[src/rtl/id_ex_stage.sv]
// id_ex_stage -- ID/EX pipeline register with operand forwarding and
// load-use hazard detection.
//
// Captures the decoded instruction from ID on each rising clock edge. The
// captured instruction drives the ALU (ALUop/srcA/srcB), the store data path
// and the MEM/WB control bits during the following cycle.
//
// Update priority at each rising edge: flush > stall > hazard_stall > load.
//   flush        : a bubble is loaded (every register cleared)
//   stall        : everything is held
//   hazard_stall : a bubble is loaded; ID presents the same instruction again
//   load         : every id_* input is captured; control bits are masked
//                  when id_valid=0
//
// Build option: ID_EX_FORWARD_EN
//   defined   : EX/MEM and MEM/WB results are forwarded into the EX operands.
//               A match needs the source's regwrite and a non-zero index.
//               An EX/MEM match wins over a MEM/WB match.
//   undefined : the operands are the registered values and the forwarding
//               inputs are ignored. hazard_stall also fires on any dependency
//               on a register-writing EX instruction. MEM/WB hazards are left
//               to compiler-inserted NOPs.
//
// Ports:
//   clk, rst (async, active-low), stall, flush   clock / reset / pipeline control
//   id_*                                          decoded instruction from ID
//   exmem_*, memwb_*                              forwarding sources
//   hazard_stall                                  load-use: hold ID/IF this cycle
//   ex_valid, ALUop, srcA, srcB                   to the ALU
//   ex_store_data, ex_rd, ex_regwrite,
//   ex_memread, ex_memwrite                       to MEM/WB
module id_ex_stage #(
  parameter int unsigned DATA_W = 16,
  parameter int unsigned REG_AW = 4
) (
  input  logic              clk,
  input  logic              rst,
  input  logic              stall,
  input  logic              flush,
  input  logic              id_valid,
  input  logic [DATA_W-1:0] id_rd1,
  input  logic [DATA_W-1:0] id_rd2,
  input  logic [REG_AW-1:0] id_ra1,
  input  logic [REG_AW-1:0] id_ra2,
  input  logic [REG_AW-1:0] id_rd_addr,
  input  logic [DATA_W-1:0] id_imm,
  input  logic              id_alusrc,
  input  logic [1:0]        id_aluop,
  input  logic              id_regwrite,
  input  logic              id_memread,
  input  logic              id_memwrite,
  input  logic              exmem_regwrite,
  input  logic              memwb_regwrite,
  input  logic [REG_AW-1:0] exmem_rd,
  input  logic [REG_AW-1:0] memwb_rd,
  input  logic [DATA_W-1:0] exmem_result,
  input  logic [DATA_W-1:0] memwb_result,
  output logic              hazard_stall,
  output logic              ex_valid,
  output logic [1:0]        ALUop,
  output logic [DATA_W-1:0] srcA,
  output logic [DATA_W-1:0] srcB,
  output logic [DATA_W-1:0] ex_store_data,
  output logic [REG_AW-1:0] ex_rd,
  output logic              ex_regwrite,
  output logic              ex_memread,
  output logic              ex_memwrite
);

  typedef struct packed {
    logic              valid;
    logic [1:0]        aluop;
    logic [DATA_W-1:0] rd1;
    logic [DATA_W-1:0] rd2;
    logic [DATA_W-1:0] imm;
    logic [REG_AW-1:0] ra1;
    logic [REG_AW-1:0] ra2;
    logic [REG_AW-1:0] rd;
    logic              alusrc;
    logic              regwrite;
    logic              memread;
    logic              memwrite;
  } ex_t;

  typedef enum logic [1:0] {
    UPD_LOAD,
    UPD_HOLD,
    UPD_BUBBLE
  } upd_e;

  ex_t               ex_q, ex_d;
  upd_e              upd;
  logic              ex_writes_dep;
  logic [DATA_W-1:0] op_a, op_b;

  // Hazard detection
`ifdef ID_EX_FORWARD_EN
  assign ex_writes_dep = ex_q.memread;
`else
  // Without forwarding, any result still in EX is not yet visible to ID.
  assign ex_writes_dep = ex_q.memread | ex_q.regwrite;
`endif

  assign hazard_stall = ex_q.valid & ex_writes_dep & id_valid
                      & (ex_q.rd != '0)
                      & ((ex_q.rd == id_ra1) | (ex_q.rd == id_ra2));

  // Update select
  always_comb begin
    upd = UPD_LOAD;
    if (flush)             upd = UPD_BUBBLE;
    else if (stall)        upd = UPD_HOLD;
    else if (hazard_stall) upd = UPD_BUBBLE;
  end

  always_comb begin
    ex_d = ex_q;
    unique case (upd)
      UPD_BUBBLE: ex_d = '0;
      UPD_HOLD:   ex_d = ex_q;
      default: begin
        ex_d.valid    = id_valid;
        ex_d.aluop    = id_aluop;
        ex_d.rd1      = id_rd1;
        ex_d.rd2      = id_rd2;
        ex_d.imm      = id_imm;
        ex_d.ra1      = id_ra1;
        ex_d.ra2      = id_ra2;
        ex_d.rd       = id_rd_addr;
        ex_d.alusrc   = id_alusrc;
        ex_d.regwrite = id_valid & id_regwrite;
        ex_d.memread  = id_valid & id_memread;
        ex_d.memwrite = id_valid & id_memwrite;
      end
    endcase
  end

  always_ff @(posedge clk or negedge rst) begin
    if (!rst) ex_q <= '0;
    else      ex_q <= ex_d;
  end

  // Operand forwarding
`ifdef ID_EX_FORWARD_EN
  always_comb begin
    op_a = ex_q.rd1;
    if (ex_q.ra1 != '0) begin
      if (exmem_regwrite && exmem_rd == ex_q.ra1)      op_a = exmem_result;
      else if (memwb_regwrite && memwb_rd == ex_q.ra1) op_a = memwb_result;
    end
  end

  always_comb begin
    op_b = ex_q.rd2;
    if (ex_q.ra2 != '0) begin
      if (exmem_regwrite && exmem_rd == ex_q.ra2)      op_b = exmem_result;
      else if (memwb_regwrite && memwb_rd == ex_q.ra2) op_b = memwb_result;
    end
  end
`else
  logic unused_fwd;
  assign unused_fwd = ^{exmem_regwrite, memwb_regwrite, exmem_rd, memwb_rd,
                        exmem_result, memwb_result};
  assign op_a = ex_q.rd1;
  assign op_b = ex_q.rd2;
`endif

  // Outputs
  assign ex_valid      = ex_q.valid;
  assign ALUop         = ex_q.aluop;
  assign srcA          = op_a;
  assign srcB          = ex_q.alusrc ? ex_q.imm : op_b;
  assign ex_store_data = op_b;
  assign ex_rd         = ex_q.rd;
  assign ex_regwrite   = ex_q.regwrite;
  assign ex_memread    = ex_q.memread;
  assign ex_memwrite   = ex_q.memwrite;

endmodule
[config.mk]
export PLATFORM = sky130hd
export DESIGN_NAME = id_ex_stage
export DESIGN_NICKNAME = d
export VERILOG_FILES = /design/src/rtl/id_ex_stage.sv
export SDC_FILE = /design/constraint.sdc
export NUM_CORES = 1
export LEC_CHECK = 0
export ABC_AREA = 1
export BUFFER_PORTS_ARGS = -buffer_cell sky130_fd_sc_hd__buf_2
export CAP_MARGIN = 40
export CORE_ASPECT_RATIO = 0.8
export CORE_UTILIZATION = 45
export DETAILED_ROUTE_END_ITERATION = 10
export PLACE_DENSITY = 0.79
export SETUP_SLACK_MARGIN = 0.2
export SLEW_MARGIN = 10
export SYNTH_ARGS = -nofsm -noshare
export SYNTH_HDL_FRONTEND = slang
export SYNTH_SLANG_ARGS = --single-unit
[constraint.sdc]
create_clock -name clk -period 1.53 [get_ports clk]
set_clock_uncertainty 0.15 [all_clocks]
set_input_delay 0.153 -clock clk [delete_from_list [all_inputs] [get_ports clk]]
set_output_delay 0.153 -clock clk [all_outputs]
set_load 0.02 [all_outputs]
==> results list, run 1 <==
- The run finished, with violations left.
- Failing checks: negative setup slack
* Sequential element share of the synthesized area: 0.452
- Number of iterations in the first detailed-routing pass: 4
- The number of clock buffers added by TritonCTS is 9.
- GPL Wtd Cong: 0.811
- Power density relative to cell area: 851 nW/µm²
* Fin worst setup slack: -0.307 ns
- Setup violators final: 76
- Final design area excluding fillers: 5050 µm²
* Detailed-route vias per instance: about 4.8
* Core region area: slightly below 7000 µm²
* Critical path start-end classification: reg2reg
* Sinks on Clock Net: between 50 and 60
- For this run, the slowest stage of the critical path takes 0.44 ns.
- Mean area per synthesized cell: 8.96 µm²
- End point of the most critical hold path: ex_valid$_DFFE_PN0P_
- For this run, design rule violations remaining after detail routing come to 0.
- The library cell used most frequently in the layout, excluding fill and tap cells, is sky130_fd_sc_hd__nand2_1.
* Placed cell area: 3790 µm²
- The die covers around 7600 µm².
- Launch instance of the worst min-delay path: stall
* Count of max-cap constraint violations: 0
* Die Wd: roughly 97 µm
* Synthesis-to-finish area growth: 54.6%
* Routed via count: 3038
- Placement row count: 27
- The initial utilization of the core area, before any placement, comes to 0.470.
- The analysis attributes to cell leakage a power of ~0.0026 µW.
- Clock latency reported for the late side of the worst-skew pair: 0.32 ns
- During placement, the flow inserted port buffers numbering 129.
- Pin count of the biggest net entering global routing: 60
- Fin. Hold Viols: 0
* Synth warn: 0
- In this run, distinct cell masters in the synthesized netlist total 17.
* Clock tree from TritonCTS: done
- The clock passes through at most 2 buffers.
* Number of global-route vias before repair: 3036
- Remaining max-slew budget at the tightest pin: 0.678
- Filler Cell Count: between 400 and 500
* Critical R2R Capture: srcA[2]$_DFFE_PN0P_
* Layout cell share with drive strength beyond 1: 0.479
- GRT Resource Usage Total: 0.236
* Clock period minus worst slack: 1.84 ns
- The H-tree generated during clock tree synthesis spans 3 levels.
* Wire length of the first global-routing pass: 14100 µm
- In the final design database the tool counted between 600 and 700 nets.
- The count of nets left with antenna violations once routing finished came out at 0.
- STA classifies the critical path startpoint as a flip-flop.
* Critical Path Slowest Stage Cell: sky130_fd_sc_hd__dfrtp_2
- Clock tree root buffer cell: sky130_fd_sc_hd__clkbuf_8
- Setup repair after global routing could not meet its margin everywhere.
- Synthesis handed over a netlist of 365 instances.
* Peak supply drop: 0.529 mV
- Counting flops and latches in the post-synthesis netlist gives 59.
- Hold Path Stages: 4
- Delay-heaviest family, CP: buffers and inverters
- In the final routed layout, each cell accounts on average for about 14 µm.
* Vertical die dimension: ~78 µm
* Routed wire length: 9080 µm
- For the worst setup path, the data arrival time is 1.93 ns.
* CP endpoint kind: flip-flop
- Counting cells, the worst reg-to-reg path comes to 11.
* Share of the cycle needed by the critical path after routing: 1.20
* Cell breakdown of the critical path: inv_2 -> buf_4 -> nand4_1 -> nand2_1 -> inv_2 -> nand2_4 -> buf_6 -> nand2_8 -> buf_12 -> buf_12 -> o21ai_1
- The first routing iteration left 106 violations.
- Required time reported for the critical path endpoint: 1.63 ns
* Commonest cells after routing, fill and taps aside: sky130_fd_sc_hd__nand2_1 (144), sky130_fd_sc_hd__buf_2 (110), sky130_fd_sc_hd__dlygate4sd3_1 (59)
- Slew at the pin closest to its max-slew limit: 0.482 ns
* CP max FO: 7
- Register-to-register setup slack: -0.31 ns
* Count of inserted antenna diode cells: 0
- The number of nets handed over by synthesis was 478.
* Mapped Area: 3270 µm²
- Final instance count without filler cells: 632
- Achievable clock frequency: approximately 0.54 GHz
- Counting both buffers and inverters, the worst setup path holds a total of 6.
- For the final routed database, the setup TNS stands at -14.25 ns.
- The initial antenna violation count was 0.
* Overflow left after global routing: 0
* Worst slack after detailed placement: -0.0360 ns
- The final-report max-slew violation count came to 0.
- Cell Count Post-Placement: 543
* Worst Hold Class: in2reg
- In this run the count of I/O pins placed on the die edge is 172.
* Reg-to-reg critical path startpoint: ex_rd[0]$_DFFE_PN0P_
- Summed over all nets, the half-perimeter wirelength after detailed placement is just under 5000 µm.
- After clock tree synthesis, the clock-pin slew on the worst setup and hold paths is roughly 0.060 ns.
## power by group
part	switching, µW	internal (µW)	leakage (µW)
combinational	490	501	0.00175
sequential	66.1	1650	0.000777
clock	591	1000	0.000113
## logic make-up (layout without fill, tap and decap cells)
family | count (synthesis) | count (layout) | synth area share
AO/OA/AOI/OAI | 56 | 56 | 0.143
flip-flops | 59 | 59 | 0.452
multiplexers | 16 | 16 | 0.0551
AND/OR/NAND/NOR | 160 | 161 | 0.195
buffers and inverters | 74 | 253 | 0.155
## cells in the mapped netlist, drive strengths merged
| cell | n | area share |
|---|---|---|
| nand2 | 148 | 0.18 |
| buf | 47 | 0.12 |
| clkbuf | 9 | 0.010 |
| nand4 | 4 | 0.0077 |
| mux2 | 16 | 0.055 |
| dfrtp | 59 | 0.45 |
| o21ai | 56 | 0.14 |
| inv | 18 | 0.021 |
| nand3 | 1 | 0.0015 |
| nor2 | 7 | 0.0080 |
## worst reg2reg max path, delay by kind of cell, from the launching register on
family	cells	cell delay (ns)
AOI/OAI and AO/OA	1	0.12
buffers and inverters	6	0.68
and+or+nand+nor	4	0.40
DFF	1	0.44
## metrics by stage
| stage | util | power, µW | hold slack (ns) |
|---|---|---|---|
| after floorplan | - | 2240 | -0.293 |
| after global placement | 0.545 | 2430 | 0.0312 |
| after detailed placement | 0.545 | 2450 | 0.0291 |
| after CTS | 0.695 | 4250 | 0.00250 |
| after global routing | 0.726 | 4510 | 0.0259 |
| final | 0.726 | 4300 | 0.0459 |
## per-layer routing
layer / vias up / routed length, µm / global-route usage
li1: 1470 / - / -
met1: 1446 / 3850 / 0.281
met2: 110 / 4660 / 0.408
met3: 12 / 428 / 0.0703
met4: 0 / 133 / 0.0794
met5: - / 0 / 0
## cell type report
type | instances | area [µm²] | area share
Sequential cell | 59 | 1480 | 0.293
Clock inverter | 4 | 72.6 | 0.0144
Inverter | 18 | 67.6 | 0.0134
Timing Repair Buffer | 219 | 1780 | 0.353
Clock buffer | 12 | 155 | 0.0307
Multi-Input combinational cell | 233 | 1380 | 0.274
Tap cell | 87 | 109 | 0.0215
## state kept, by name, summed over array words and instances (netlist names)
signal	count
ALUop	2
ex_memread	1
ex_memwrite	1
ex_q	17
ex_rd	4
ex_regwrite	1
ex_store_data	16
ex_valid	1
srcA	16
## worst max-delay path by stage
stage / start / to / slack [ns] / cells past startpoint
global route: ex_rd[0]$_DFFE_PN0P_ / srcA[1]$_DFFE_PN0P_ / -0.41 / 11
CTS: ex_rd[0]$_DFFE_PN0P_ / hazard_stall / -0.28 / 10
detailed placement: ex_rd[0]$_DFFE_PN0P_ / srcA[1]$_DFFE_PN0P_ / -0.04 / 10
global placement: ex_rd[0]$_DFFE_PN0P_ / srcA[2]$_DFFE_PN0P_ / 0.01 / 10
floorplan: ex_rd[3]$_DFFE_PN0P_ / ALUop[0]$_DFFE_PN0P_ / 0.14 / 10
finish: ex_rd[0]$_DFFE_PN0P_ / srcA[2]$_DFFE_PN0P_ / -0.31 / 11
## repair_timing
item | 4_1_cts | 5_1_grt
endpoints found under the hold margin | 117 | 0
gates resized for setup | 30 | 55
setup buffers | 7 | 3
gates cloned | 3 | 1
hold buffers | 59 | 0
setup endpoints to repair | 78 | 80
pin swaps | 7 | 12
Note: power is estimated with default switching activity, not from simulation.
==> inputs of run 2 (changes only) <==
--- a/config.mk
+++ b/config.mk
@@ -7,11 +7,11 @@
 export LEC_CHECK = 0
 export ABC_AREA = 1
 export BUFFER_PORTS_ARGS = -buffer_cell sky130_fd_sc_hd__buf_2
-export CAP_MARGIN = 40
+export CAP_MARGIN = 5
 export CORE_ASPECT_RATIO = 0.8
-export CORE_UTILIZATION = 45
+export CORE_UTILIZATION = 46
 export DETAILED_ROUTE_END_ITERATION = 10
-export PLACE_DENSITY = 0.79
+export PLACE_DENSITY = 0.8
 export SETUP_SLACK_MARGIN = 0.2
 export SLEW_MARGIN = 10
 export SYNTH_ARGS = -nofsm -noshare
==> run 2 against run 1 <==
Net effect: the run still ends with negative setup slack left; die area down 2.1%; critical path depth shrank 1; worst hold slack gained 0.020 ns; critical path type is now reg2out; largest cell class unchanged.
==> results list, run 2 (synthesis gave the netlist of run 1 again) <==
* Boundary pin count: 172 (unchanged)
- Initial antenna violation count: 0 (unchanged)
- The checks that failed: negative setup slack.
- Slew Viols, Final: 0 (unchanged)
- Compared with the post-synthesis result, the final layout area differs by 56.8%.
* Fin worst setup slack: -0.326 ns (-0.0187 ns)
- The effective utilization at floorplan came to 0.474 (+0.00461).
* Final core utilization: 0.744 (+0.0175)
- The post-route standard cell area excluding fillers was 5130 µm² (+1.4%).
* Clock tree from TritonCTS: done
* Crit path DAT: 1.55 ns (-0.38 ns)
- The number of hold violations in the final report is 0 (unchanged).
* Wire length of the first global-routing pass: 14000 µm (-1.2%)
- The power per cell area came to 892 nW/µm² (+4.9%).
* Critical Path Source Type: flip-flop
- Total negative setup slack: -13.57 ns (+0.674 ns)
* Routed via count: 3053 (+0.49%)
- The cell sitting at the root of the clock tree is a sky130_fd_sc_hd__clkbuf_8.
- Pin count of the biggest net entering global routing: 60 (unchanged)
* Sinks on Clock Net: 59 (unchanged)
- More flip-flops sit in one register than any other, and that register is ex_q.
* Most common cell after layout, fill and taps aside: sky130_fd_sc_hd__nand2_1
- The detailed-route DRC error count is 0 (unchanged).
- The number of H-tree branching levels was 3 (unchanged).
- The wire length after detailed routing is 9410 µm (+3.6%).
- HPWL after detailed placement: 5090 µm (+3.7%)
- The die outline area was 7450 µm² (-2.1%).
- Setup violators final: 74 (-2.6%)
- Vertical die dimension: 77.4 µm (-1.1%)
- The detail-routed net length per standard cell was 14.9 µm (+3.8%).
* WHS: 0.0662 ns (+0.0203 ns)
- Die Wd: 96.3 µm (-1.1%)
- The instance area after placement came to 3820 µm² (+0.86%).
- The count of input and output buffers came to 129 (unchanged).
- The flip-flop count of the largest register after layout was 17 (unchanged).
* Unrepaired setup endpoints after global routing: yes
- Number of global-route vias before repair: 3087 (+1.7%)
* Static leakage: 0.00266 µW (+0.86%)
* CP endpoint kind: output port
* Critical path start-end classification: reg2out
- Detailed-route vias per instance: 4.84 (+0.65%)
- Peak supply drop: 0.530 mV (about the same)
- Run status: complete, but fails checks
- The fill cell total of the finished layout is 478 (-0.62%).
* Buffer levels on the longest clock path: 2 (unchanged)
- The share of post-route cells with drive strength above 1 was 0.489 (+0.0101).
* Hold Path Stages: 5 (+1)
- The endpoint required time on the critical path was 1.23 ns (-0.40 ns).
- Share of the cycle needed by the critical path after routing: 1.21 (+0.0122)
- R2R cell count: 12 (+1)
* Cell Count Post-Placement: 544 (+0.18%)
- Clock-pin slew of the registers on the worst-case setup and hold paths: 0.07 ns (about the same)
- CP max FO: 4 (-3)
- In the layout the commonest cells are sky130_fd_sc_hd__nand2_1 (140), sky130_fd_sc_hd__buf_2 (109), sky130_fd_sc_hd__dlygate4sd3_1 (60).
- Overflow left after global routing: 0 (unchanged)
- The antenna cell count is 0 (unchanged).
* Clock period minus worst slack: 1.86 ns (+0.0187 ns)
* Number of iterations in the first detailed-routing pass: 4 (unchanged)
- The path class of the tightest hold or removal check is in2reg.
- The total of max-cap violations is 0 (unchanged).
- Remaining max-slew budget at the tightest pin: 0.689 (+0.0106)
- The insertion delay to the later sink of the worst-skew pair came to 0.33 ns (about the same).
- Placement row count: 27 (unchanged)
* Final instance count without filler cells: 631 (-0.16%)
* Final nets: 652 (-0.15%)
- The slew at the pin closest to its max-slew limit was 0.466 ns (-0.0158 ns).
- GRT Resource Usage Total: 0.249 (+0.0132)
- Initial DRC Count: 137 (+29%)
- The antenna violation net count after detailed routing came to 0 (unchanged).
- CTS Buf Count: 9 (unchanged)
- The floorplan core area is 6890 µm² (-0.97%).
* Achievable clock frequency: 0.539 GHz (-1.0%)
- The routability-driven placement congestion ratio is 0.733 (-9.5%).
==> run 2: cell types whose count changed in the layout (fill, tap and decap cells not counted), moves of 2 or more <==
cell / previous run / this run
sky130_fd_sc_hd__nor2_2: 1 / 3
sky130_fd_sc_hd__nand2_2: 2 / 6
sky130_fd_sc_hd__buf_12: 6 / 9
sky130_fd_sc_hd__nand2_1: 144 / 140
sky130_fd_sc_hd__nor2_1: 5 / 3
sky130_fd_sc_hd__buf_4: 6 / 3
==> run 2: worst max-delay path, cell delays in order (launching register included) <==
cell and delay, ns:
sky130_fd_sc_hd__dfrtp_2 0.41, sky130_fd_sc_hd__inv_2 0.06, sky130_fd_sc_hd__nand2_2 0.06, sky130_fd_sc_hd__nand2_1 0.07, sky130_fd_sc_hd__nor2_2 0.13, sky130_fd_sc_hd__nand2_1 0.09, sky130_fd_sc_hd__nand2_2 0.08, sky130_fd_sc_hd__nand2_4 0.05
sky130_fd_sc_hd__buf_6 0.11, sky130_fd_sc_hd__inv_2 0.04, sky130_fd_sc_hd__buf_6 0.10
==> run 2: through the flow <==
stage / power, µW / setup WS, ns
2_1_floorplan: 2240 / 0.135
3_3_place_gp: 2440 / 0.0178
3_5_place_dp: 2470 / -0.0393
4_1_cts: 4500 / -0.305
5_1_grt: 4750 / -0.398
6_report: 4570 / -0.326
==> run 2: per-layer routing <==
layer	track usage	vias to the layer above	wire, µm
li1	-	1470	-
met1	0.274	1452	3850
met2	0.457	114	4940
met3	0.0559	17	437
met4	0.0940	0	186
met5	0	-	0
==> run 2: area by class of cell <==
type / count / area, µm² / share of cell area
Sequential cell: 59 / 1480 / 0.289
Tap cell: 87 / 109 / 0.0212
Multi-Input combinational cell: 233 / 1390 / 0.272
Timing Repair Buffer: 218 / 1810 / 0.353
Inverter: 18 / 67.6 / 0.0132
Clock inverter: 4 / 95.1 / 0.0186
Clock buffer: 12 / 165 / 0.0322
==> run 2: power by group <==
| group | leakage [µW] | internal, µW | switching, µW | total (µW) |
|---|---|---|---|---|
| Combinational | 0.00175 | 512 | 499 | 1010 |
| Clock | 0.000133 | 1210 | 630 | 1840 |
| Sequential | 0.000776 | 1650 | 69.3 | 1720 |
==> run 2: worst paths after layout <==
kind,from,end,slack (ns)
setup / recovery,ex_rd[1]$_DFFE_PN0P_,hazard_stall,-0.33
min in group asynchronous,rst,ex_regwrite$_DFFE_PN0P_,0.20
setup reg to reg,ex_rd[0]$_DFFE_PN0P_,ex_store_data[9]$_DFFE_PN0P_,-0.32
hold / removal,id_valid,ex_valid$_DFFE_PN0P_,0.07
max in group asynchronous,rst,ex_rd[0]$_DFFE_PN0P_,0.72
hold reg to reg,srcA[7]$_DFFE_PN0P_,srcA[7]$_DFFE_PN0P_,0.33
==> run 2: what timing repair did <==
action	in CTS	in global routing
cloned	3	1
hold buffers	60	0
gates resized for setup	27	62
setup endpoints to repair	78	79
hold endpoints to repair	118	0
buffers inserted	7	0
pin swaps	6	11
==> inputs of run 3 (changes only) <==
--- a/config.mk
+++ b/config.mk
@@ -9,9 +9,10 @@
 export BUFFER_PORTS_ARGS = -buffer_cell sky130_fd_sc_hd__buf_2
 export CAP_MARGIN = 5
 export CORE_ASPECT_RATIO = 0.8
-export CORE_UTILIZATION = 46
+export CORE_MARGIN = 4
+export CORE_UTILIZATION = 49
 export DETAILED_ROUTE_END_ITERATION = 10
-export PLACE_DENSITY = 0.8
+export PLACE_DENSITY = 0.85
 export SETUP_SLACK_MARGIN = 0.2
 export SLEW_MARGIN = 10
 export SYNTH_ARGS = -nofsm -noshare
==> constraint.sdc (replaced) <==
create_clock -name clk -period 2.2 [get_ports clk]
set_clock_uncertainty 0.15 [all_clocks]
set_input_delay 0.22 -clock clk [delete_from_list [all_inputs] [get_ports clk]]
set_output_delay 0.22 -clock clk [all_outputs]
set_load 0.02 [all_outputs]
==> run 3 against run 2 <==
Net effect: the run now ends clean; highest routed layer unchanged; die area up 8.1%; routed wire length down 9.7%; register-to-register slack better by 0.73 ns; critical path type unchanged; setup slack better by 0.65 ns.
==> results list, run 3 (synthesis gave the netlist of run 1 again) <==
- Fin worst setup slack: 0.326 ns (+0.652 ns)
- The final-report max-slew violation count was 0 (unchanged).
* Layout cell share with drive strength beyond 1: 0.451 (-0.0383)
* Number of global-route vias before repair: 2937 (-4.9%)
- The depth of the worst hold-timing path was 3 (-2).
* Register-to-register setup slack: 0.41 ns (+0.73 ns)
- Initial standard-cell utilization of the core: 0.508 (+0.0332)
- The number of non-filler instances in the completed layout is 601 (-4.8%).
- The internal power component came to 1970 µW (-42%).
* Clock-pin slew of the registers on the worst-case setup and hold paths: 0.06 ns (about the same)
* Synthesis-to-finish area growth: 35.1%
- The worst voltage drop across the vdd grid is 0.346 mV (-35%).
* Post-route DRC: 0 (unchanged)
* Area of the multi-input gates: 1300 µm² (-7.0%)
- Leaving out fill and tap cells, the most frequent cell in the layout is sky130_fd_sc_hd__nand2_1.
* HPWL after detailed placement: 5400 µm (+6.1%)
- The largest net degree at the start of global routing was 37 (-38%).
- The TritonCTS sink count came to 59 (unchanged).
* Die Wd: 99.3 µm (+3.2%)
- The run finished with clean final reports.
* Fin. Hold Viols: 0 (unchanged)
- The sequential cell area was 1480 µm² (-0.17%).
- The maximum clock insertion buffer count was 2 (unchanged).
* Max FFs per register: 17 (unchanged)
- The initial antenna violation count is 0 (unchanged).
- Setup violators final: 0 (-100%)
* Critical Path Source Type: flip-flop
- Launch instance of the worst min-delay path: id_rd2[8]
* Die area: 8050 µm² (+8.1%)
- Largest register by flop count: ex_q
- Power density relative to cell area: 615 nW/µm² (-31%)
* Total negative setup slack: 0 ns (+13.57 ns)
* Power share of the clock group: 0.357 (-0.046)
- The worst endpoint data arrival time came to 1.50 ns (-0.05 ns).
* GRT Resource Usage Total: 0.227 (-0.0216)
- For hold timing, the worst endpoint is ex_store_data[8]$_DFFE_PN0P_.
* Count of nets left with antenna violations after detail routing: 0 (unchanged)
- CP endpoint kind: output port
- The slew at the pin closest to its max-slew limit was 0.610 ns (+0.144 ns).
- The worst register-to-register path begins at ex_rd[1]$_DFFE_PN0P_.
- Worst Hold Class: in2reg
- Based on the critical path, the design can be clocked at up to 0.534 GHz.
- Share of the cycle needed by the critical path after routing: 0.852
- The total of max-cap violations is 0 (unchanged).
* GPL Wtd Cong: 0.894 (+22%)
- Clock tree from TritonCTS: done
- Vertical die dimension: 81.1 µm (+4.7%)
- The sequential group share of total power was 0.438 (+0.062).
* Static leakage: 0.00238 µW (-10%)
- The total via count after detailed routing is 2899 (-5.0%).
- Power spent charging and discharging nets: 747 µW (-38%)
* Clock period minus worst slack: 1.87 ns
* Filler Cell Count: 488 (+2.1%)
- The number of vias per cell after detailed routing was 4.82 (-0.30%).
- Portion of total power attributed to combinational logic: 0.205 (-0.016)
- The count of input and output buffers was 129 (unchanged).
- The number of H-tree branching levels came to 3 (unchanged).
- The switching part of the total is 0.275 (+0.0127).
- The worst max-slew margin expressed relative to the limit was 0.593 (-0.0959).
- The detail-routed net length per standard cell was 14.1 µm (-5.2%).
* Required time reported for the critical path endpoint: 1.83 ns (+0.60 ns)
- The final hold slack came to 0.0181 ns (-0.0481 ns).
- The critical path in this run is classified as reg2out.
* Unrepaired setup endpoints after global routing: no
- The library cells used most frequently in the layout, excluding fill and tap cells, are sky130_fd_sc_hd__nand2_1 (145), sky130_fd_sc_hd__buf_2 (129), sky130_fd_sc_hd__dfrtp_1 (55).
- The number of placement rows was 26 (-3.7%).
- Routed wire length: 8490 µm (-9.7%)
- The worst register-to-register path ends at ALUop[0]$_DFFE_PN0P_.
- Clock tree root buffer cell: sky130_fd_sc_hd__clkbuf_8
- Final core utilization: 0.686 (-0.0579)
- The number of nets in the layout came to 626 (-4.0%).
- Overflow left after global routing: 0 (unchanged)
- R2R cell count: 10 (-2)
- The number of buffers created by CTS is 9 (unchanged).
- Wire length of the first global-routing pass: 14600 µm (+4.3%)
- CP max FO: 6 (+2)
* Clock latency reported for the late side of the worst-skew pair: 0.33 ns (about the same)
- The number of buffers added for setup after CTS is 0 (-7).
- Number of iterations in the first detailed-routing pass: 4 (unchanged)
* Core region area: 6440 µm² (-6.5%)
- The worst setup timing slack at the placement stage is 0.426 ns (+0.465 ns).
- Cell Count Post-Placement: 532 (-2.2%)
* Initial DRC Count: 143 (+4.4%)
- Count of inserted antenna diode cells: 0 (unchanged)
* Boundary pin count: 172 (unchanged)
-- run 3: cell count changes in the layout (fill, tap and decap cells not counted), sizes merged --
cell | before | now
buf | 157 | 139
dlygate4sd3 | 60 | 54
bufinv | 3 | 1
nand2 | 149 | 148
-- run 3: worst max-delay path by stage --
stage          depth (start not counted)                   end                  from  slack (ns)
6_report                               9          hazard_stall  ex_rd[1]$_DFFE_PN0P_        0.33
5_1_grt                                9          hazard_stall  ex_rd[1]$_DFFE_PN0P_        0.21
2_1_floorplan                          3              srcB[10]   ex_q[3]$_DFFE_PN0P_        0.74
3_3_place_gp                          10  srcA[12]$_DFFE_PN0P_  ex_rd[1]$_DFFE_PN0P_        0.49
4_1_cts                                9          hazard_stall  ex_rd[1]$_DFFE_PN0P_        0.31
3_5_place_dp                          10  ALUop[0]$_DFFE_PN0P_  ex_rd[1]$_DFFE_PN0P_        0.43
-- run 3: per-layer routing --
metal / share of wire / global-route usage / vias up
li1: - / - / 1409
met1: 0.42 / 0.285 / 1357
met2: 0.50 / 0.389 / 119
met3: 0.061 / 0.0515 / 14
met4: 0.020 / 0.0819 / 0
met5: 0 / 0 / -
-- run 3: cell type report --
class                   count  area share
clock buffers              13      0.0360
multi-input cells         232       0.293
well taps                  84      0.0238
flip-flops and latches     59       0.335
inverters                  18      0.0153
clock inverters             2     0.00793
repair buffers            193       0.288
-- run 3: what timing repair did --
| action | 4_1_cts | 5_1_grt |
|---|---|---|
| endpoints found under the hold margin | 76 | 1 |
| setup endpoints to repair | 0 | 2 |
| gates resized for setup | 0 | 5 |
| hold buffers | 53 | 1 |
-- run 3: worst max-delay path, stage by stage (launching register included) --
cell,delay (ns)
sky130_fd_sc_hd__dfrtp_2,0.41
sky130_fd_sc_hd__inv_2,0.06
sky130_fd_sc_hd__nand2_1,0.06
sky130_fd_sc_hd__nand2_1,0.06
sky130_fd_sc_hd__nor2_2,0.14
sky130_fd_sc_hd__nand2_1,0.08
sky130_fd_sc_hd__nand2_2,0.08
sky130_fd_sc_hd__nand2_4,0.09
sky130_fd_sc_hd__inv_1,0.06
sky130_fd_sc_hd__buf_2,0.15
-- run 3: stage by stage --
stage | cell area (µm²) | power, µW
global placement | 3680 | 1670
CTS | 4400 | 2740
floorplan | 3270 | 1550
detailed placement | 3680 | 1690
finish | 4420 | 2720
global route | 4420 | 2870
-- run 3: power by group through the flow --
stage                     Sequential (µW)  Combinational [µW]  Clock (µW)
after floorplan                      1200                 356           0
final                                1190                 556         971
after CTS                            1190                 553        1000
after global routing                 1200                 610        1060
after detailed placement             1210                 479           0
after global placement               1200                 468           0
